[src/rtl/recv_protocol.sv]
// ---------------------------------------------------------------------------
// recv_protocol
//   Serial frame receiver / deserializer. Hunts the single-bit S_Data line
//   for the sync pattern, shifts in DATA_W payload bits (MSB first), checks
//   the stop bit and presents the payload on RX_Data with a ready/clear
//   handshake toward the consuming core.
//
// Ports
//   clk      : clock, everything sampled on posedge
//   rst      : asynchronous active-high reset
//   S_Data   : serial line, already synchronous to clk
//   clr_rdy  : consumer acknowledge, clears rdy
//   RX_Data  : last good payload (bit DATA_W-1 = first payload bit received)
//   rdy      : level, a good frame is held and not yet acknowledged
//   frm_err  : one-cycle pulse, stop bit sampled as 0
//   ovr      : one-cycle pulse, good frame landed on an unacknowledged one
//   busy     : high whenever the FSM is not hunting for sync
// ---------------------------------------------------------------------------
module recv_protocol #(
    parameter int                 DATA_W   = 55,
    parameter int                 SYNC_W   = 6,
    parameter logic [SYNC_W-1:0]  SYNC_PAT = 6'b011111
) (
    input  logic              clk,
    input  logic              rst,
    input  logic              S_Data,
    input  logic              clr_rdy,
    output logic [DATA_W-1:0] RX_Data,
    output logic              rdy,
    output logic              frm_err,
    output logic              ovr,
    output logic              busy
);

    localparam int CNT_W = $clog2(DATA_W + 1);

    typedef enum logic [1:0] {
        HUNT = 2'd0,
        DATA = 2'd1,
        STOP = 2'd2
    } state_t;

    state_t              state_reg,   state_next;
    logic [SYNC_W-1:0]   sync_reg,    sync_next;
    logic [DATA_W-1:0]   shift_reg,   shift_next;
    logic [CNT_W-1:0]    cnt_reg,     cnt_next;
    logic [DATA_W-1:0]   rx_data_reg, rx_data_next;
    logic                rdy_reg,     rdy_next;
    logic                frm_err_reg, frm_err_next;
    logic                ovr_reg,     ovr_next;

    // Window including the bit arriving on this edge, so sync is recognised
    // on the very edge that samples its last bit.
    logic [SYNC_W-1:0]   sync_window;
    assign sync_window = {sync_reg[SYNC_W-2:0], S_Data};

    always_ff @(posedge clk or posedge rst) begin
        if (rst) begin
            state_reg   <= HUNT;
            sync_reg    <= '1;
            shift_reg   <= '0;
            cnt_reg     <= '0;
            rx_data_reg <= '0;
            rdy_reg     <= 1'b0;
            frm_err_reg <= 1'b0;
            ovr_reg     <= 1'b0;
        end else begin
            state_reg   <= state_next;
            sync_reg    <= sync_next;
            shift_reg   <= shift_next;
            cnt_reg     <= cnt_next;
            rx_data_reg <= rx_data_next;
            rdy_reg     <= rdy_next;
            frm_err_reg <= frm_err_next;
            ovr_reg     <= ovr_next;
        end
    end

    always_comb begin
        state_next   = state_reg;
        sync_next    = sync_reg;
        shift_next   = shift_reg;
        cnt_next     = cnt_reg;
        rx_data_next = rx_data_reg;
        // Acknowledge clears rdy; a frame completing on the same edge
        // overrides this below, so set wins.
        rdy_next     = rdy_reg & ~clr_rdy;
        frm_err_next = 1'b0;
        ovr_next     = 1'b0;

        case (state_reg)
            HUNT: begin
                sync_next = sync_window;
                if (sync_window == SYNC_PAT) begin
                    state_next = DATA;
                    cnt_next   = CNT_W'(DATA_W);
                end
            end
            DATA: begin
                // Sync detection is off here, payload may contain SYNC_PAT.
                shift_next = {shift_reg[DATA_W-2:0], S_Data};
                cnt_next   = cnt_reg - 1'b1;
                if (cnt_reg == CNT_W'(1)) begin
                    state_next = STOP;
                end
            end
            STOP: begin
                if (S_Data) begin
                    rx_data_next = shift_reg;
                    rdy_next     = 1'b1;
                    ovr_next     = rdy_reg & ~clr_rdy;
                end else begin
                    frm_err_next = 1'b1;
                end
                state_next = HUNT;
                // All 1s forces a genuine leading 0 before the next match,
                // so the stop bit or a run of 1s cannot false-trigger.
                sync_next  = '1;
            end
            default: begin
                state_next = HUNT;
                sync_next  = '1;
            end
        endcase
    end

    assign RX_Data = rx_data_reg;
    assign rdy     = rdy_reg;
    assign frm_err = frm_err_reg;
    assign ovr     = ovr_reg;
    assign busy    = (state_reg != HUNT);

endmodule
[config.mk]
export PLATFORM = sky130hd
export DESIGN_NAME = recv_protocol
export DESIGN_NICKNAME = d
export VERILOG_FILES = /design/src/rtl/recv_protocol.sv
export SDC_FILE = /design/constraint.sdc
export NUM_CORES = 1
export LEC_CHECK = 0
export BUFFER_PORTS_ARGS = -buffer_cell sky130_fd_sc_hd__buf_2
export CELL_PAD_IN_SITES_DETAIL_PLACEMENT = 1
export CELL_PAD_IN_SITES_GLOBAL_PLACEMENT = 2
export CORE_ASPECT_RATIO = 1.4
export CORE_UTILIZATION = 40
export CTS_BUF_LIST = sky130_fd_sc_hd__clkbuf_4
export CTS_CLUSTER_SIZE = 14
export DETAILED_ROUTE_END_ITERATION = 10
export MAX_ROUTING_LAYER = met4
export PLACE_DENSITY_LB_ADDON = 0.1
export SETUP_SLACK_MARGIN = 0.5
export SYNTH_ARGS = -nofsm -noshare
export SYNTH_HDL_FRONTEND = slang
export SYNTH_SLANG_ARGS = --single-unit
[constraint.sdc]
create_clock -name clk -period 9.6 [get_ports clk]
set_input_delay 0.96 -clock clk [delete_from_list [all_inputs] [get_ports clk]]
set_output_delay 0.96 -clock clk [all_outputs]
set_load 0.03 [all_outputs]
* Word-level counts from Yosys, hierarchy flattened *
Index checks and enable logic that the tools add are counted.
W data, S select, Z words.

word-level totals
  word-level logic and storage cells = 35
  output and inout port bits = 59
  input port bits = 4
  bits in registers = 126

cells by class
  reduce and logical (&&, ||, !) cells = 6
  $add $sub $neg = 1
  bitwise logic cells = 2
  mux-type cells = 12
  equality and inequality tests = 6

operators with widths
  operator               count
  $pmux W6 S2            1
  $pmux W5 S2            1
  $eq A6 B1 Y1 const B   1
  $eq A6 B5 Y1 const B   1
  $mux W1                6
  $mux W6                1
  $reduce_and A2 Y1      3
  $sub A6 B1 Y6 const B  1
  $mux W2                2
  $ne A2 B2 Y1 const B   2
  $pmux W2 S2            1
  $reduce_bool A2 Y1     2
  $eq A2 B1 Y1 const B   1
  $eq A2 B2 Y1 const B   1
  $logic_not A2 Y1       1
  $and A1 B1 Y1          1
  $not A1 Y1             1

* Logic depth before layout (Yosys ltp) *
Gate-level depths: netlist (run 1).

  word-level depth = 4
  depth in mapped cells = 6
  depth with buffers taken out = 5

* Worst setup path after synthesis (run 1) *
Ideal clock, no wire load.

  kind = input to register
  start point = input S_Data
  end point = register rx_data_reg[30], in the netlist RX_Data[30]
  data arrival time = 1.876 ns
  data required time = 9.475 ns
  slack = 7.599 ns
  library setup time = 0.125 ns
  path buffers = 2
  stages = 5
  cells stage by stage = nor2b_1 > nand2_1 > buf_2 > buf_6 > mux2_2

on the way
  longest elaborated chain between the ends = 1

RTL lines
  item                                RTL line  source
  from (decl)                         26        input logic S_Data,
  $reduce_and A2 Y1 (no source line)  --
  to (signal assigned)                72        rx_data_reg <= rx_data_next;
  to (decl)                           47        logic [DATA_W-1:0] rx_data_reg, rx_data_next;

No other way between the ends.
A chain may end at the register's enable or synchronous reset.

* Final worst setup path (run 1) *
  start point = register state_reg[0]
  end point = output busy

on the way
  longest elaborated chain between the ends = 1

RTL lines
  item                    RTL line  source
  from (decl)             43        state_t state_reg, state_next;
  from (signal assigned)  68        state_reg <= state_next;
  $reduce_bool A2 Y1      131       assign busy = (state_reg != HUNT);
  to (decl)               32        output logic busy

No other way between the ends.

==> flow_metrics.env, run 1 <==
export IMPL_status="finished clean"
export IMPL_powerDensity_nw_per_um2=164
export IMPL_startpoint_type="flop"
export IMPL_synth_area_leaders="dfrtp_1, nand2_1, mux2_2"
export IMPL_fin_cells=639
export IMPL_dp_hpwl_um=5830
export IMPL_nFillCells=1335
export IMPL_ant_nets=0
export IMPL_netlist_area_um2=4820
export IMPL_die_y_um=132
export IMPL_rr_startpoint="state_reg[0]$_DFFE_PP0P_"
export IMPL_reg2reg_setup_slack_ns=7.22
export IMPL_holdWs_ns=0.484
export IMPL_antenna_found_initial=0
export IMPL_portBuffers=62
export IMPL_grt_overflow_total=0
export IMPL_maxSlewHeadroom_pct=43.6
export IMPL_h_tree_depth=4
export IMPL_ctsResizeCount=0
export IMPL_gp_congestion=0.686
export IMPL_cts_buffers=17
export IMPL_synth_area_per_cell_um2=11.6
export IMPL_fin_crit_ns=2.58
export IMPL_die_w_um=94.8
export IMPL_hold_viol_final=0
export IMPL_grt_total_usage_pct=17.6
export IMPL_diodes=0
export IMPL_rows=47
export IMPL_irDropWorstVdd_mv=0.0579
export IMPL_path_clk_slew_ns=0.09
export IMPL_setup_tns_ns=0
export IMPL_cp_data_arrival_time_ns=1.62
export IMPL_period_share_pct=26.9
export IMPL_ys_warn_count=0
export IMPL_slew_viol_final=0
export IMPL_whs_endpoint="shift_reg[54]$_DFFE_PP0P_"
export IMPL_dr_pass1_iters=5
export IMPL_final_setup_viol_count=0
export IMPL_ys_seq_elements=126
export IMPL_synth_top_cell_area_share_pct=62.8
export IMPL_netlist_instances=416
export IMPL_grt_pass1_vias=3381
export IMPL_start_util_pct=41.0
export IMPL_path_max_fanout=16
export IMPL_cts_tree="built"
export IMPL_r2r_cells=4
export IMPL_r2r_end="RX_Data[32]$_DFFE_PP0P_"
export IMPL_cts_sinks=126
export IMPL_area_delta_synth_final_pct=13.9
export IMPL_whs_path_depth=2
export IMPL_yosysSeqAreaShare_pct=65.5
export IMPL_rsz0062_at_grt="no"
export IMPL_grt_max_degree=67
export IMPL_leakagePower_nw=3.07
export IMPL_syn_num_nets=422
export IMPL_clock_latency_ns=0.51
export IMPL_regArea_um2=3160
export IMPL_vias=3114
export IMPL_skew_ns=0.0135
export IMPL_max_freq_mhz=388
export IMPL_dieArea_um2=12500
export IMPL_io_pins=63
export IMPL_yosys_cell_types_count=29
export IMPL_grt_first_pass_wirelength_um=16500
export IMPL_end_kind="output port"
export IMPL_hp_start="shift_reg[54]$_DFFE_PP0P_"
export IMPL_cts_setup_buffers=0
export IMPL_drive_above_1_share_pct=31.7
export IMPL_nNetsFinal=486
export IMPL_drv_cap=0
export IMPL_drc=0
export IMPL_via_per_inst=4.87
export IMPL_core_area_um2=11800
export IMPL_crit_type="reg2out"
export IMPL_placed_cells=608
export IMPL_hold_class="reg2reg"
export IMPL_postCtsHoldBufs=0
export IMPL_multi_input_area_um2=1540
export IMPL_drt_iter0_markers=98
export IMPL_yosys_area_top_type="dfrtp_1"
export IMPL_ctsLongestPathBuffers=2
export IMPL_totalWireLength_um=9500
export IMPL_wl_per_cell_um=14.9
export IMPL_clockRootBuffer="clkbuf_4"
export IMPL_required_ns=8.64
export IMPL_worst_pin_slew_ns=0.846
-- critical path, cell delays in order, from the launching register on --
cell	delay [ns]
dfrtp_1	0.57
or2_2	0.37
buf_2	0.18
-- cell usage in the layout (no fill, tap or decap), types with 2 or more instances in the layout --
master / synthesis / final
nor2_1: 4 / 4
nand2_1: 170 / 169
buf_4: 0 / 4
a211o_1: 4 / 4
o21ai_0: 3 / 3
nor2b_1: 5 / 4
buf_2: 10 / 62
or3_1: 2 / 2
ha_1: 2 / 2
nor3b_1: 2 / 2
a21oi_1: 2 / 2
clkinv_2: 0 / 4
mux2_2: 55 / 55
dfrtp_1: 121 / 121
bufinv_16: 0 / 2
clkbuf_4: 0 / 19
nand2b_1: 3 / 2
clkinv_1: 0 / 6
dfstp_2: 5 / 5
inv_1: 5 / 4
-- logic make-up (layout without fill, tap and decap cells) --
| group | count (synthesis) | in the layout | share of synthesized area (%) |
|---|---|---|---|
| AO/OA/AOI/OAI | 13 | 13 | 1.95 |
| XOR/XNOR | 1 | 1 | 0.182 |
| adder cells (fa/ha/maj) | 2 | 2 | 0.519 |
| buffers and inverters | 26 | 102 | 2.75 |
| flip-flops | 126 | 126 | 65.5 |
| multiplexers | 55 | 55 | 12.8 |
| AND/OR/NAND/NOR | 193 | 193 | 16.3 |
-- area by class of cell --
class                      count  area share (%)
sequential                   126            57.5
timing repair buffer          66            6.19
multi-input combinational    264            28.1
inverter                       5           0.387
clock inverter                12            1.87
clock buffer                  19            2.60
tap                          147            3.35
-- metrics by stage --
step           instance area (µm²)  utilization (%)  power, W  setup WS [ns]
2_1_floorplan                 4820                -  0.000573           5.29
3_3_place_gp                  5250             44.6  0.000581           6.81
3_5_place_dp                  5250             44.6  0.000582           6.76
4_1_cts                       5490             46.7  0.000921           6.95
5_1_grt                       5490             46.7  0.000951           6.89
6_report                      5490             46.7  0.000902           7.02
-- routing by layer --
metal	part of all wire [%]	vias to the layer above	track usage [%]	wire length, µm
met5	0	-	-	0
met4	1.0	0	5.30	96
met1	45	1575	21.2	4240
met3	4.4	8	6.00	421
met2	50	64	27.9	4740
li1	-	1467	-	-
-- synth_stat cells, drive strengths merged --
cell	count
buf	13
nand3b	1
nand2b	3
a22oi	1
o21ai	3
o2111a	1
clkbuf	8
and2	1
nand4b	1
a211o	4
or2	1
xor2	1
dfstp	5
and4b	1
o31ai	1
dfrtp	121
or4b	1
mux2	55
nand2	170
nor2b	5
nand3	1
inv	5
ha	2
a21oi	2
or3	2
o211ai	1
nor2	4
nor3b	2
-- report_power, final --
| part | total (W) | switching (W) | internal [W] |
|---|---|---|---|
| clock network | 0.000332 | 0.000180 | 0.000152 |
| logic | 0.0000201 | 0.0000154 | 0.00000473 |
| registers | 0.000550 | 0.00000861 | 0.000541 |
| total | 0.000902 | 0.000204 | 0.000698 |
-- worst max-delay path by stage --
stage,start,to,cells past startpoint
5_1_grt,state_reg[0]$_DFFE_PP0P_,busy,2
4_1_cts,state_reg[0]$_DFFE_PP0P_,busy,2
3_5_place_dp,S_Data,RX_Data[26]$_DFFE_PP0P_,5
3_3_place_gp,S_Data,RX_Data[29]$_DFFE_PP0P_,5
2_1_floorplan,rst,RX_Data[0]$_DFFE_PP0P_,1
6_report,state_reg[0]$_DFFE_PP0P_,busy,2
(Power assumes the default switching activity.)
==> run 2: changes to the inputs <==
--- a/config.mk
+++ b/config.mk
@@ -9,7 +9,7 @@
 export CELL_PAD_IN_SITES_DETAIL_PLACEMENT = 1
 export CELL_PAD_IN_SITES_GLOBAL_PLACEMENT = 2
 export CORE_ASPECT_RATIO = 1.4
-export CORE_UTILIZATION = 40
+export CORE_UTILIZATION = 36
 export CTS_BUF_LIST = sky130_fd_sc_hd__clkbuf_4
 export CTS_CLUSTER_SIZE = 14
 export DETAILED_ROUTE_END_ITERATION = 10
==> constraint.sdc (replaced) <==
create_clock -name clk -period 2.2 [get_ports clk]
set_input_delay 0.22 -clock clk [delete_from_list [all_inputs] [get_ports clk]]
set_output_delay 0.22 -clock clk [all_outputs]
set_load 0.03 [all_outputs]
==> run 2 against run 1 <==
  * Utilization shrank 1.8 points
  * Routed wire length shrank 0.31%
  * Combinational power grew to 5.0 times the previous value
  * Sequential share of layout area shrank 3.1 points
  * Critical path depth grew 3
  * Die area grew 11%
  * Flip-flop and latch count is the same
  * Clock power grew to 5.3 times the previous value
  * Clock-buffer cell count shrank 2
  * Final cell count grew 7.7%
  * Critical endpoint is now RX_Data[20]$_DFFE_PP0P_
==> flow_metrics.env, run 2 (synthesis results as in run 1) <==
export IMPL_cp_data_arrival_time_ns=2.03
export IMPL_dieArea_um2=13900
export IMPL_dr_pass1_iters=4
export IMPL_area_delta_synth_final_pct=20.5
export IMPL_io_pins=63
export IMPL_fin_crit_ns=1.64
export IMPL_grt_total_usage_pct=16.0
export IMPL_start_util_pct=37.3
export IMPL_pwr_share_comb_pct=2.3
export IMPL_grt_pass1_vias=3383
export IMPL_hold_class="in2async"
export IMPL_cts_buffers=17
export IMPL_nNetsFinal=502
export IMPL_setup_tns_ns=0
export IMPL_portBuffers=62
export IMPL_p_switching_w=0.000978
export IMPL_max_freq_mhz=610
export IMPL_drive_above_1_share_pct=34.4
export IMPL_dp_slack_ns=0.444
export IMPL_wl_per_cell_um=13.8
export IMPL_clockRootBuffer="clkbuf_4"
export IMPL_seqPwrFrac_pct=56.2
export IMPL_drv_cap=0
export IMPL_path_clk_slew_ns=0.12
export IMPL_cts_tree="built"
export IMPL_p_int_w=0.00329
export IMPL_vias=3200
export IMPL_grt_overflow_total=0
export IMPL_final_common_cell="nand2_1"
export IMPL_cp_cell_sequence="buf_4, nor2b_1, nand2_2, buf_12, mux2_2"
export IMPL_core_area_um2=12900
export IMPL_gp_congestion=0.742
export IMPL_maxSlewHeadroom_pct=73.9
export IMPL_powerDensity_nw_per_um2=735
export IMPL_grt_first_pass_wirelength_um=16700
export IMPL_rows=49
export IMPL_via_per_inst=4.65
export IMPL_clockPowerShare_pct=41.5
export IMPL_skew_ns=0.0164
export IMPL_dp_hpwl_um=5970
export IMPL_irDropWorstVdd_mv=0.349
export IMPL_startpoint_type="flop"
export IMPL_drc=0
export IMPL_worst_slack_ns=0.560
export IMPL_critPathSlowestCell="dfrtp_2"
export IMPL_final_cell_mix="nand2_1, dfrtp_1, buf_2, mux2_2, clkbuf_4"
export IMPL_slew_viol_final=0
export IMPL_die_w_um=99.8
export IMPL_ctsLongestPathBuffers=2
export IMPL_grt_max_degree=72
export IMPL_status="finished clean"
export IMPL_swShare_pct=22.9
export IMPL_finalPower_w=0.00427
export IMPL_rsz0062_at_grt="no"
export IMPL_totalWireLength_um=9470
export IMPL_final_setup_viol_count=0
export IMPL_drt_iter0_markers=71
export IMPL_cpPeakStageDelay_ns=0.44
export IMPL_ant_nets=0
export IMPL_leakagePower_nw=3.20
export IMPL_end_kind="flop"
export IMPL_hold_viol_final=0
export IMPL_h_tree_depth=4
export IMPL_path_buf_inv=2
export IMPL_worst_pin_slew_ns=0.392
export IMPL_die_y_um=139
export IMPL_path_delay_family="flip-flops"
export IMPL_clock_latency_ns=0.51
export IMPL_required_ns=2.59
export IMPL_crit_type="reg2reg"
export IMPL_antenna_found_initial=1
export IMPL_fin_cells=688
export IMPL_path_max_fanout=57
export IMPL_period_share_pct=74.5
export IMPL_cts_sinks=126
export IMPL_placed_cells=645
run 2: what timing repair did:
item | CTS | global route
endpoints found under the hold margin | 125 | 0
setup endpoints to repair | 88 | 25
buffers inserted | 6 | 1
pin swaps | 0 | 1
resized for setup | 5 | 1
hold buffers | 3 | 0
run 2: worst paths after layout:
path | start | depth (start not counted) | slack, ns | to
worst max-delay path | state_reg[0]$_DFFE_PP0P_ | 5 | 0.56 | RX_Data[20]$_DFFE_PP0P_
worst min-delay path | rst | 4 | 0.36 | RX_Data[36]$_DFFE_PP0P_
worst max register to register | state_reg[0]$_DFFE_PP0P_ | 5 | 0.56 | RX_Data[20]$_DFFE_PP0P_
worst min register to register | shift_reg[54]$_DFFE_PP0P_ | 2 | 0.49 | shift_reg[54]$_DFFE_PP0P_
max in group asynchronous | rst | 4 | 1.49 | shift_reg[18]$_DFFE_PP0P_
min in group clk | S_Data | 3 | 0.42 | frm_err$_DFF_PP0_
run 2: cell type report:
cell class                      count  area [µm²]
Timing Repair Buffer               82         528
Clock inverter                     15         196
Multi-Input combinational cell    264        1550
Sequential cell                   126        3160
Inverter                            5        22.5
Tap cell                          178         223
Fill cell                        1450        7120
Antenna cell                        1        2.50
Clock buffer                       17         128
run 2: routing by layer:
layer  GRT usage (%)  vias to the layer above  routed length [µm]
li1                -                     1509                   -
met1            19.0                     1623                4140
met2            25.8                       55                4850
met3            3.93                       13                 343
met4            6.73                        0                 139
met5               -                        -                   0
run 2: metrics by stage:
step | util, % | area (µm²) | hold slack, ns
after floorplan | - | 4830 | 0.290
after detailed placement | 41.6 | 5380 | 0.361
final | 44.9 | 5810 | 0.362
after CTS | 44.8 | 5800 | 0.327
after global routing | 44.9 | 5810 | 0.358
after global placement | 41.6 | 5380 | 0.352
run 2: tightest hold or removal path: stages:
cell           delay (ns)
dlygate4sd3_1        0.53
buf_2                0.13
clkinvlp_4           0.10
buf_12               0.29
run 2: power groups by stage:
stage | combinational, W | clock, W | sequential (W)
2_1_floorplan | 0.0000677 | 0 | 0.00243
3_3_place_gp | 0.0000977 | 0 | 0.00244
3_5_place_dp | 0.000101 | 0 | 0.00245
4_1_cts | 0.000106 | 0.00185 | 0.00240
5_1_grt | 0.000121 | 0.00194 | 0.00241
6_report | 0.0000995 | 0.00177 | 0.00240
